$ cat config.mk
export PLATFORM = sky130hd
export DESIGN_NAME = operand_b_stage_flat
export DESIGN_NICKNAME = d
export VERILOG_FILES = /design/src/rtl/operand_b_stage_if.sv /design/src/rtl/operand_b_stage.sv /design/src/flat_wrapper.sv
export SDC_FILE = /design/constraint.sdc
export NUM_CORES = 1
export LEC_CHECK = 0
export ABC_AREA = 1
export BUFFER_PORTS_ARGS = -buffer_cell sky130_fd_sc_hd__buf_2
export CAP_MARGIN = 15
export CORE_MARGIN = 2
export CORE_UTILIZATION = 38
export CTS_BUF_LIST = sky130_fd_sc_hd__clkbuf_8
export DETAILED_ROUTE_END_ITERATION = 6
export GPL_ROUTABILITY_DRIVEN = 0
export PLACE_DENSITY = 0.59
export SYNTH_ARGS = -nofsm -noshare
export SYNTH_HDL_FRONTEND = slang
export SYNTH_SLANG_ARGS = --single-unit
$ cat constraint.sdc
create_clock -name clock -period 2.2 [get_ports clock]
set_input_delay 0.11 -clock clock [delete_from_list [all_inputs] [get_ports clock]]
set_output_delay 0.11 -clock clock [all_outputs]
set_load 0.05 [all_outputs]
$ cat src/rtl/operand_b_stage_if.sv
// Decode->execute operand-B stage bus: upstream entry fields, bypass sources,
// downstream operand outputs and the valid/ready pair on each side.
interface operand_b_stage_if #(
    parameter int unsigned XLEN      = 32,
    parameter int unsigned FWD_PORTS = 2
);
    logic                      flush;
    logic                      in_valid;
    logic                      in_ready;
    logic [31:0]               instr;
    logic [2:0]                imm_sel;
    logic                      use_rs2;
    logic [4:0]                rs2_addr;
    logic [XLEN-1:0]           rs2_data;
    logic [FWD_PORTS-1:0]      fwd_valid;
    logic [5*FWD_PORTS-1:0]    fwd_addr;
    logic [XLEN*FWD_PORTS-1:0] fwd_data;
    logic                      out_valid;
    logic                      out_ready;
    logic [XLEN-1:0]           out_opb;
    logic [XLEN-1:0]           out_imm;
    logic                      out_fwd;

    modport master (
        output flush, in_valid, instr, imm_sel, use_rs2, rs2_addr, rs2_data,
               fwd_valid, fwd_addr, fwd_data, out_ready,
        input  in_ready, out_valid, out_opb, out_imm, out_fwd
    );

    modport slave (
        input  flush, in_valid, instr, imm_sel, use_rs2, rs2_addr, rs2_data,
               fwd_valid, fwd_addr, fwd_data, out_ready,
        output in_ready, out_valid, out_opb, out_imm, out_fwd
    );
endinterface

$ cat src/rtl/operand_b_stage.sv
// Registered operand-B stage: immediate decode, rs2 bypass select and a
// 2-entry skid buffer (output register + skid register) with valid/ready.
module operand_b_stage #(
    parameter int unsigned XLEN      = 32,
    parameter int unsigned FWD_PORTS = 2
) (
    input logic              clock,
    input logic              nReset,
    operand_b_stage_if.slave bus
);
    typedef enum logic [1:0] {S_EMPTY, S_ONE, S_FULL} state_e;

    state_e          state_q, state_d;
    logic [XLEN-1:0] out_opb_q, out_imm_q, skid_opb_q, skid_imm_q;
    logic            out_fwd_q, skid_fwd_q;

    logic [31:0]     imm32;
    logic [XLEN-1:0] imm, fwd_sel, rs2_val, opb;
    logic            hit, take_fwd;
    logic            accept, drain, in_ready;
    logic            load_out_in, load_out_skid, load_skid;
    logic            unused_opcode;

    assign unused_opcode = ^bus.instr[6:0];

    // Every zero-extended format leaves imm32[31] clear, so one sign-extend covers all.
    always_comb begin
        imm32 = '0;
        case (bus.imm_sel)
            3'b000:  imm32 = {{20{bus.instr[31]}}, bus.instr[31:20]};
            3'b001:  imm32 = {20'b0, bus.instr[31:20]};
            3'b010:  imm32 = {{20{bus.instr[31]}}, bus.instr[31:25], bus.instr[11:7]};
            3'b011:  imm32 = {bus.instr[31:12], 12'b0};
            3'b100:  imm32 = {{19{bus.instr[31]}}, bus.instr[31], bus.instr[7],
                              bus.instr[30:25], bus.instr[11:8], 1'b0};
            3'b101:  imm32 = {{11{bus.instr[31]}}, bus.instr[31], bus.instr[19:12],
                              bus.instr[20], bus.instr[30:21], 1'b0};
            3'b110:  imm32 = (XLEN == 64) ? {26'b0, bus.instr[25:20]}
                                          : {27'b0, bus.instr[24:20]};
            default: imm32 = '0;
        endcase
        imm = XLEN'($signed(imm32));
    end

    always_comb begin
        hit     = 1'b0;
        fwd_sel = '0;
        for (int unsigned k = 0; k < FWD_PORTS; k++) begin
            if (!hit && bus.fwd_valid[k] && (bus.fwd_addr[k*5 +: 5] == bus.rs2_addr)) begin
                hit     = 1'b1;
                fwd_sel = bus.fwd_data[k*XLEN +: XLEN];
            end
        end
        if (bus.rs2_addr == 5'd0)
            rs2_val = '0;
        else if (hit)
            rs2_val = fwd_sel;
        else
            rs2_val = bus.rs2_data;
        opb      = bus.use_rs2 ? rs2_val : imm;
        take_fwd = bus.use_rs2 && hit && (bus.rs2_addr != 5'd0);
    end

    assign in_ready = (state_q != S_FULL);
    assign accept   = bus.in_valid && in_ready;
    assign drain    = (state_q != S_EMPTY) && bus.out_ready;

    always_comb begin
        state_d       = state_q;
        load_out_in   = 1'b0;
        load_out_skid = 1'b0;
        load_skid     = 1'b0;
        if (bus.flush) begin
            state_d = S_EMPTY;
        end else begin
            case (state_q)
                S_EMPTY: if (accept) begin
                    load_out_in = 1'b1;
                    state_d     = S_ONE;
                end
                S_ONE: begin
                    if (accept && drain) begin
                        load_out_in = 1'b1;
                    end else if (accept) begin
                        load_skid = 1'b1;
                        state_d   = S_FULL;
                    end else if (drain) begin
                        state_d = S_EMPTY;
                    end
                end
                S_FULL: if (drain) begin
                    load_out_skid = 1'b1;
                    state_d       = S_ONE;
                end
                default: state_d = S_EMPTY;
            endcase
        end
    end

    always_ff @(posedge clock or negedge nReset) begin
        if (!nReset) begin
            state_q    <= S_EMPTY;
            out_opb_q  <= '0;
            out_imm_q  <= '0;
            out_fwd_q  <= 1'b0;
            skid_opb_q <= '0;
            skid_imm_q <= '0;
            skid_fwd_q <= 1'b0;
        end else begin
            state_q <= state_d;
            if (load_out_in) begin
                out_opb_q <= opb;
                out_imm_q <= imm;
                out_fwd_q <= take_fwd;
            end else if (load_out_skid) begin
                out_opb_q <= skid_opb_q;
                out_imm_q <= skid_imm_q;
                out_fwd_q <= skid_fwd_q;
            end
            if (load_skid) begin
                skid_opb_q <= opb;
                skid_imm_q <= imm;
                skid_fwd_q <= take_fwd;
            end
        end
    end

    assign bus.in_ready  = in_ready;
    assign bus.out_valid = (state_q != S_EMPTY);
    assign bus.out_opb   = out_opb_q;
    assign bus.out_imm   = out_imm_q;
    assign bus.out_fwd   = out_fwd_q;
endmodule
$ cat src/flat_wrapper.sv
// flat-port wrapper written by rule: the top's interface ports become plain ports
module operand_b_stage_flat 
#(
    parameter int unsigned XLEN      = 32,
    parameter int unsigned FWD_PORTS = 2
)
  (clock, nReset, bus_flush, bus_in_valid, bus_instr, bus_imm_sel, bus_use_rs2, bus_rs2_addr, bus_rs2_data, bus_fwd_valid, bus_fwd_addr, bus_fwd_data, bus_out_ready, bus_in_ready, bus_out_valid, bus_out_opb, bus_out_imm, bus_out_fwd);
  operand_b_stage_if #(.XLEN(XLEN), .FWD_PORTS(FWD_PORTS)) bus_i ();
  input logic clock;
  input logic nReset;
  input wire logic [$bits(bus_i.flush)-1:0] bus_flush;
  input wire logic [$bits(bus_i.in_valid)-1:0] bus_in_valid;
  input wire logic [$bits(bus_i.instr)-1:0] bus_instr;
  input wire logic [$bits(bus_i.imm_sel)-1:0] bus_imm_sel;
  input wire logic [$bits(bus_i.use_rs2)-1:0] bus_use_rs2;
  input wire logic [$bits(bus_i.rs2_addr)-1:0] bus_rs2_addr;
  input wire logic [$bits(bus_i.rs2_data)-1:0] bus_rs2_data;
  input wire logic [$bits(bus_i.fwd_valid)-1:0] bus_fwd_valid;
  input wire logic [$bits(bus_i.fwd_addr)-1:0] bus_fwd_addr;
  input wire logic [$bits(bus_i.fwd_data)-1:0] bus_fwd_data;
  input wire logic [$bits(bus_i.out_ready)-1:0] bus_out_ready;
  output wire logic [$bits(bus_i.in_ready)-1:0] bus_in_ready;
  output wire logic [$bits(bus_i.out_valid)-1:0] bus_out_valid;
  output wire logic [$bits(bus_i.out_opb)-1:0] bus_out_opb;
  output wire logic [$bits(bus_i.out_imm)-1:0] bus_out_imm;
  output wire logic [$bits(bus_i.out_fwd)-1:0] bus_out_fwd;
  assign bus_i.flush = bus_flush;
  assign bus_i.in_valid = bus_in_valid;
  assign bus_i.instr = bus_instr;
  assign bus_i.imm_sel = bus_imm_sel;
  assign bus_i.use_rs2 = bus_use_rs2;
  assign bus_i.rs2_addr = bus_rs2_addr;
  assign bus_i.rs2_data = bus_rs2_data;
  assign bus_i.fwd_valid = bus_fwd_valid;
  assign bus_i.fwd_addr = bus_fwd_addr;
  assign bus_i.fwd_data = bus_fwd_data;
  assign bus_i.out_ready = bus_out_ready;
  assign bus_in_ready = bus_i.in_ready;
  assign bus_out_valid = bus_i.out_valid;
  assign bus_out_opb = bus_i.out_opb;
  assign bus_out_imm = bus_i.out_imm;
  assign bus_out_fwd = bus_i.out_fwd;
  operand_b_stage #(.XLEN(XLEN), .FWD_PORTS(FWD_PORTS)) u_core (.clock(clock), .nReset(nReset), .bus(bus_i));
endmodule
==> out/qor.yml, run 1 <==
dp_hpwl_mm: 17.0
setup_violations: 0
reg2reg_slack_ps: 380
power_density_mw_per_mm2: 937
critPathMostFrequentCell: "inv_2"
relSlewSlack_pct: 37.5
clock_latency_ps: 450
worstPathRequired_ps: 2500
first_global_vias: 7076
cts-buffers-inserted: 17
ys_seq_elements: 132
worst_pin_slew_ps: 933
cts_buffer_depth: 2
syn_inst: 1037
highest_layer: "met4"
r2r-start: "u_core.state_q[1]"
wl_met2_mm: 11.3
synth_warnings: 0
async_flop_share_pct: 100
syn2layout_area_growth_pct: 22.8
placed_area_mm2: 0.00886
fmax_ghz: 0.549
avgSynthCellArea_um2: 7.31
synth_fp_nets: 1191
worstPathCellList: "nor2_1 -> inv_2 -> a211oi_4 -> inv_2 -> nand2_2 -> inv_2 -> buf_12 -> nand2_1 -> o221ai_1"
swShare_pct: 40.9
fp-row-count: 51
synth.largest_area_cell: "dfrtp_1"
synth_most_common_cell: "nand2_1"
netlist.area_leader.share_pct: 43.6
cts_resized: 0
syn-cell-area_mm2: 0.00758
cts_tree: "done"
hold_path_end: "u_core.skid_imm_q[19]"
slowest_stage: "dfrtp_1"
finalCritPeriodShare_pct: 82.8
fin_crit_ps: 1820
outcome: "completed"
ioPinCount: 221
dp_cells: 1472
hold_violations: 0
crit_path_start_kind: "flip-flop"
cpPeakStageDelay_ps: 430
drive_gt1_share_pct: 27.7
synth_common_cells: "nand2_1 (458), dfrtp_1 (132), nand3_1 (102), inv_1 (65), o21ai_0 (37)"
fin_ws_ps: 379
setup_tns_ps: 0
vias: 7408
io_buffers: 213
hold_start: "bus_instr[19]"
p_sw_uw: 3570
synth_cell_types: 33
r2r_cells: 9
num-fill-cells: 2048
grt_use_total_pct: 23.3
hold_depth: 3
wl_met3_mm: 1.06
cts-hold-fix-buffers: 2
core_area_mm2: 0.0195
crit_type: "reg2reg"
p_int_uw: 5150
critical_path_arrival_ps: 2120
p_leak_uw: 0.00487
multi_input_area_mm2: 0.00361
numClockSinks: 132
grt_max_degree: 97
dieArea_mm2: 0.0211
irDropWorstVdd_uv: 509
num-nets-final: 1382
final_cells: 1506
routedLengthMet1_mm: 11.7
drtIter0Drc: 540
regArea_mm2: 0.00330
antenna_left: 0
antenna_found_initial: 0
design_area_mm2: 0.00930
viasPerCell: 4.92
combPwrFrac_pct: 34.4
htreeDepth: 4
post_cts_buffers: 0
wirelength_mm: 24.4
wl_per_cell_um: 16.2
synth_flop_cell: "dfrtp_1"
power_frac_seq_pct: 40.1
hold_path.class: "in2reg"
die_height_um: 145
grt_pass1_wl_mm: 38.8
clock_skew_ps: 8.98
end_kind: "flip-flop"
reg2reg_to: "u_core.bus.out_fwd"
synth-edff-count: 0
synthTopCellsByArea: "dfrtp_1 (44%), nand2_1 (23%), nand3_1 (6.7%)"
gr-total-overflow: 0
p_clk_share_pct: 25.5
rsz0062_at_grt: "no"
dr.pass1.iters: 5
drc: 0
antennaDiodeCount: 0
die_width_um: 145
ys_seq_area_share_pct: 43.6
clockRootBuffer: "clkbuf_8"
maxSlewViolCount: 0
start_util_pct: 38.8
final_util_pct: 47.6
cap_violations: 0
post-place-ws_ps: 153
cts.clk_slew.worst_paths_ps: 80
cp_max_fo: 49
[worst max path at each step]
| stage | from | end | slack, ps | cells past startpoint |
|---|---|---|---|---|
| floorplan | u_core.state_q[1] | u_core.bus.out_opb[11] | 710 | 8 |
| global placement | bus_imm_sel[2] | u_core.bus.out_opb[29] | 180 | 10 |
| detailed placement | bus_imm_sel[2] | u_core.bus.out_opb[29] | 150 | 10 |
| CTS | u_core.state_q[1] | u_core.bus.out_fwd | 340 | 9 |
| global route | u_core.state_q[1] | u_core.bus.out_fwd | 220 | 9 |
| finish | u_core.state_q[1] | u_core.bus.out_fwd | 380 | 9 |
[per-layer routing]
| layer | track usage (%) | up-vias |
|---|---|---|
| met5 | 0 | - |
| met4 | 5.69 | 0 |
| met3 | 4.40 | 24 |
| met2 | 36.3 | 189 |
| met1 | 33.4 | 3496 |
| li1 | - | 3699 |
[cells by family (layout without fill, tap and decap cells)]
family,count (synthesis),after routing,share of synthesized area (%)
buf+inv,144,348,9.02
flops,132,132,43.6
compound gates,108,108,8.90
simple gates,653,653,38.5
[sequential cells by signal, indices dropped and copies added, names as in the netlist]
register            count
u_core.skid_opb_q      32
u_core.skid_imm_q      32
u_core.bus.out_opb     32
u_core.skid_fwd_q       1
u_core.bus.out_imm     32
u_core.state_q          2
u_core.bus.out_fwd      1
[through the flow]
step | hold slack, ps | total power [uW]
finish | 64.4 | 8720
global route | 75.2 | 9250
CTS | 41.3 | 8780
detailed placement | 69.6 | 6540
global placement | 55.7 | 6500
floorplan | -186 | 5620
[layout make-up]
type                       count  share of cell area [%]
clock buffer                  18                    2.66
clock inverter                14                    1.92
inverter                      81                    3.27
multi-input combinational    761                    38.8
sequential                   132                    35.5
tap                          265                    3.56
timing repair buffer         235                    14.3
[power by group through the flow]
stage	Combinational [uW]	Clock, uW	Sequential, uW
3_5_place_dp	3010	0	3530
2_1_floorplan	1150	0	4470
6_report	3000	2220	3490
5_1_grt	3290	2380	3580
4_1_cts	3030	2260	3490
3_3_place_gp	2980	0	3520
[cell usage in the layout (no fill, tap or decap), drive strengths merged, types with 6 or more instances in the layout]
cell type / synthesis / final
o311ai: 22 / 22
clkbuf: 15 / 18
o21ai: 64 / 64
or2: 30 / 30
dfrtp: 132 / 132
nand2: 462 / 462
clkinv: 0 / 6
a21oi: 6 / 6
inv: 81 / 83
nor2: 24 / 24
o211ai: 8 / 8
buf: 48 / 233
nand3: 133 / 133
[critical path, delay by kind of cell (launching register included)]
kind | cells | cell delay (ps)
buffers and inverters | 4 | 530
flip-flops | 1 | 430
AND/OR/NAND/NOR | 3 | 370
AO/OA/AOI/OAI | 2 | 340
Power figures use the tool's default switching activity.
==> run 2, diff against run 1 <==
==> constraint.sdc (replaced) <==
create_clock -name clock -period 1.8 [get_ports clock]
set_input_delay 0.09 -clock clock [delete_from_list [all_inputs] [get_ports clock]]
set_output_delay 0.09 -clock clock [all_outputs]
set_load 0.05 [all_outputs]
==> out/qor.yml, run 2 (synthesis results as in run 1) <==
vias: 7492
drtIter0Drc: 437
p_leak_uw: 0.00498
combPwrFrac_pct: 34.6
cts.clk_slew.worst_paths_ps: 80
die_height_um: 145
finalCritPeriodShare_pct: 93.6
dieArea_mm2: 0.0211
clock_skew_ps: 9.73
final_cell_mix: "nand2_1 (458), buf_2 (212), dfrtp_1 (132), nand3_1 (100), inv_1 (66)"
numClockSinks: 132
critical_path_arrival_ps: 2020
post_cts_buffers: 0
crit_path_start_kind: "flip-flop"
clock_latency_ps: 460
design_area_mm2: 0.00953
dr.pass1.iters: 4
grt_use_total_pct: 23.0
drive_gt1_share_pct: 28.3
fmax_ghz: 0.593
io_buffers: 213
end_kind: "flip-flop"
ioPinCount: 221
cap_violations: 0
setup_tns_ps: 0
htreeDepth: 4
power_frac_seq_pct: 39.5
cpPeakStageDelay_ps: 390
path_buf_inv: 3
dp_hpwl_mm: 17.0
clockRootBuffer: "clkbuf_8"
rsz0062_at_grt: "no"
num-nets-final: 1394
path_delay_family: "buffers and inverters"
antenna_left: 0
critPathMostFrequentCell: "inv_2"
power_uw: 10800
start_util_pct: 38.8
die_width_um: 145
slowest_stage: "dfrtp_1"
power_density_mw_per_mm2: 1140
swShare_pct: 40.0
worstPathRequired_ps: 2130
antennaDiodeCount: 0
p_sw_uw: 4330
gr-total-overflow: 0
drc: 0
cp_max_fo: 40
hold_path.class: "in2reg"
p_int_uw: 6500
cts_buffer_depth: 2
grt_pass1_wl_mm: 38.4
grt_max_degree: 85
p_clk_share_pct: 25.9
core_area_mm2: 0.0195
setup_violations: 0
first_global_vias: 7016
wl_per_cell_um: 16.2
reg2reg_slack_ps: 110
maxSlewViolCount: 0
cts_tree: "done"
placed_area_mm2: 0.00899
syn2layout_area_growth_pct: 25.8
worst_pin_slew_ps: 511
hold_violations: 0
fp-row-count: 51
cts-buffers-inserted: 17
wirelength_mm: 24.5
outcome: "completed"
layout_commonest_cell: "nand2_1"
irDropWorstVdd_uv: 613
antenna_found_initial: 0
fin_crit_ps: 1690
crit_type: "reg2reg"
viasPerCell: 4.94
worstPathCellList: "nor2_2 -> inv_2 -> a211oi_4 -> inv_2 -> buf_4 -> nand2_1 -> or2_2 -> nand3_1"
relSlewSlack_pct: 65.9
==> run 2: per-stage QoR <==
| step | cells | hold WS, ps | util, % | setup slack (ps) |
|---|---|---|---|---|
| CTS | 1516 | 15.5 | 48.5 | 121 |
| floorplan | 1037 | -206 | - | 306 |
| global placement | 1480 | 72.5 | 46.0 | 185 |
| finish | 1518 | 36.6 | 48.8 | 115 |
| detailed placement | 1480 | 76.8 | 46.0 | 151 |
| global route | 1518 | 44.0 | 48.8 | 7.73 |
==> run 2: power groups by stage <==
stage	combinational [uW]	clock, uW	sequential [uW]
floorplan	1410	0	5460
finish	3750	2810	4270
global route	4090	2990	4370
detailed placement	3730	0	4320
global placement	3680	0	4290
CTS	3750	2840	4270
==> run 2: what timing repair did <==
action / CTS / global route
hold endpoints to repair: 84 / 0
hold buffers: 4 / 0
resized for setup: 0 / 3
endpoints found under the setup margin: 0 / 1
==> run 2: per-layer routing <==
layer,global-route usage [%],up-vias,wire length [um]
met5,0,-,0
met3,4.21,24,1370
met2,35.4,216,11200
met4,6.08,0,341
met1,33.3,3533,11600
li1,-,3719,-
==> run 2: tightest hold or removal path, delay by kind of cell <==
kind	cells	cell delay [ps]
compound gates	1	70
simple gates	3	210
buf+inv	1	80
==> run 2: cell type report <==
class	instances	area, um2
Fill cell	1991	9990
Multi-Input combinational cell	761	3610
Sequential cell	132	3300
Timing Repair Buffer	247	1540
Tap cell	265	332
Inverter	81	307
Clock buffer	19	262
Clock inverter	13	183
==> run 2: path summary, 6_finish.rpt <==
| path | endpoint | startpoint | depth (start not counted) |
|---|---|---|---|
| max reg2reg | u_core.bus.out_opb[20] | u_core.state_q[1] | 8 |
| min in group asynchronous | u_core.state_q[0] | nReset | 2 |
| max | u_core.bus.out_opb[20] | u_core.state_q[1] | 8 |
| min reg2reg | u_core.skid_imm_q[0] | u_core.skid_imm_q[0] | 2 |
| max in group asynchronous | u_core.bus.out_opb[5] | nReset | 3 |
| min | u_core.skid_imm_q[16] | bus_instr[16] | 5 |
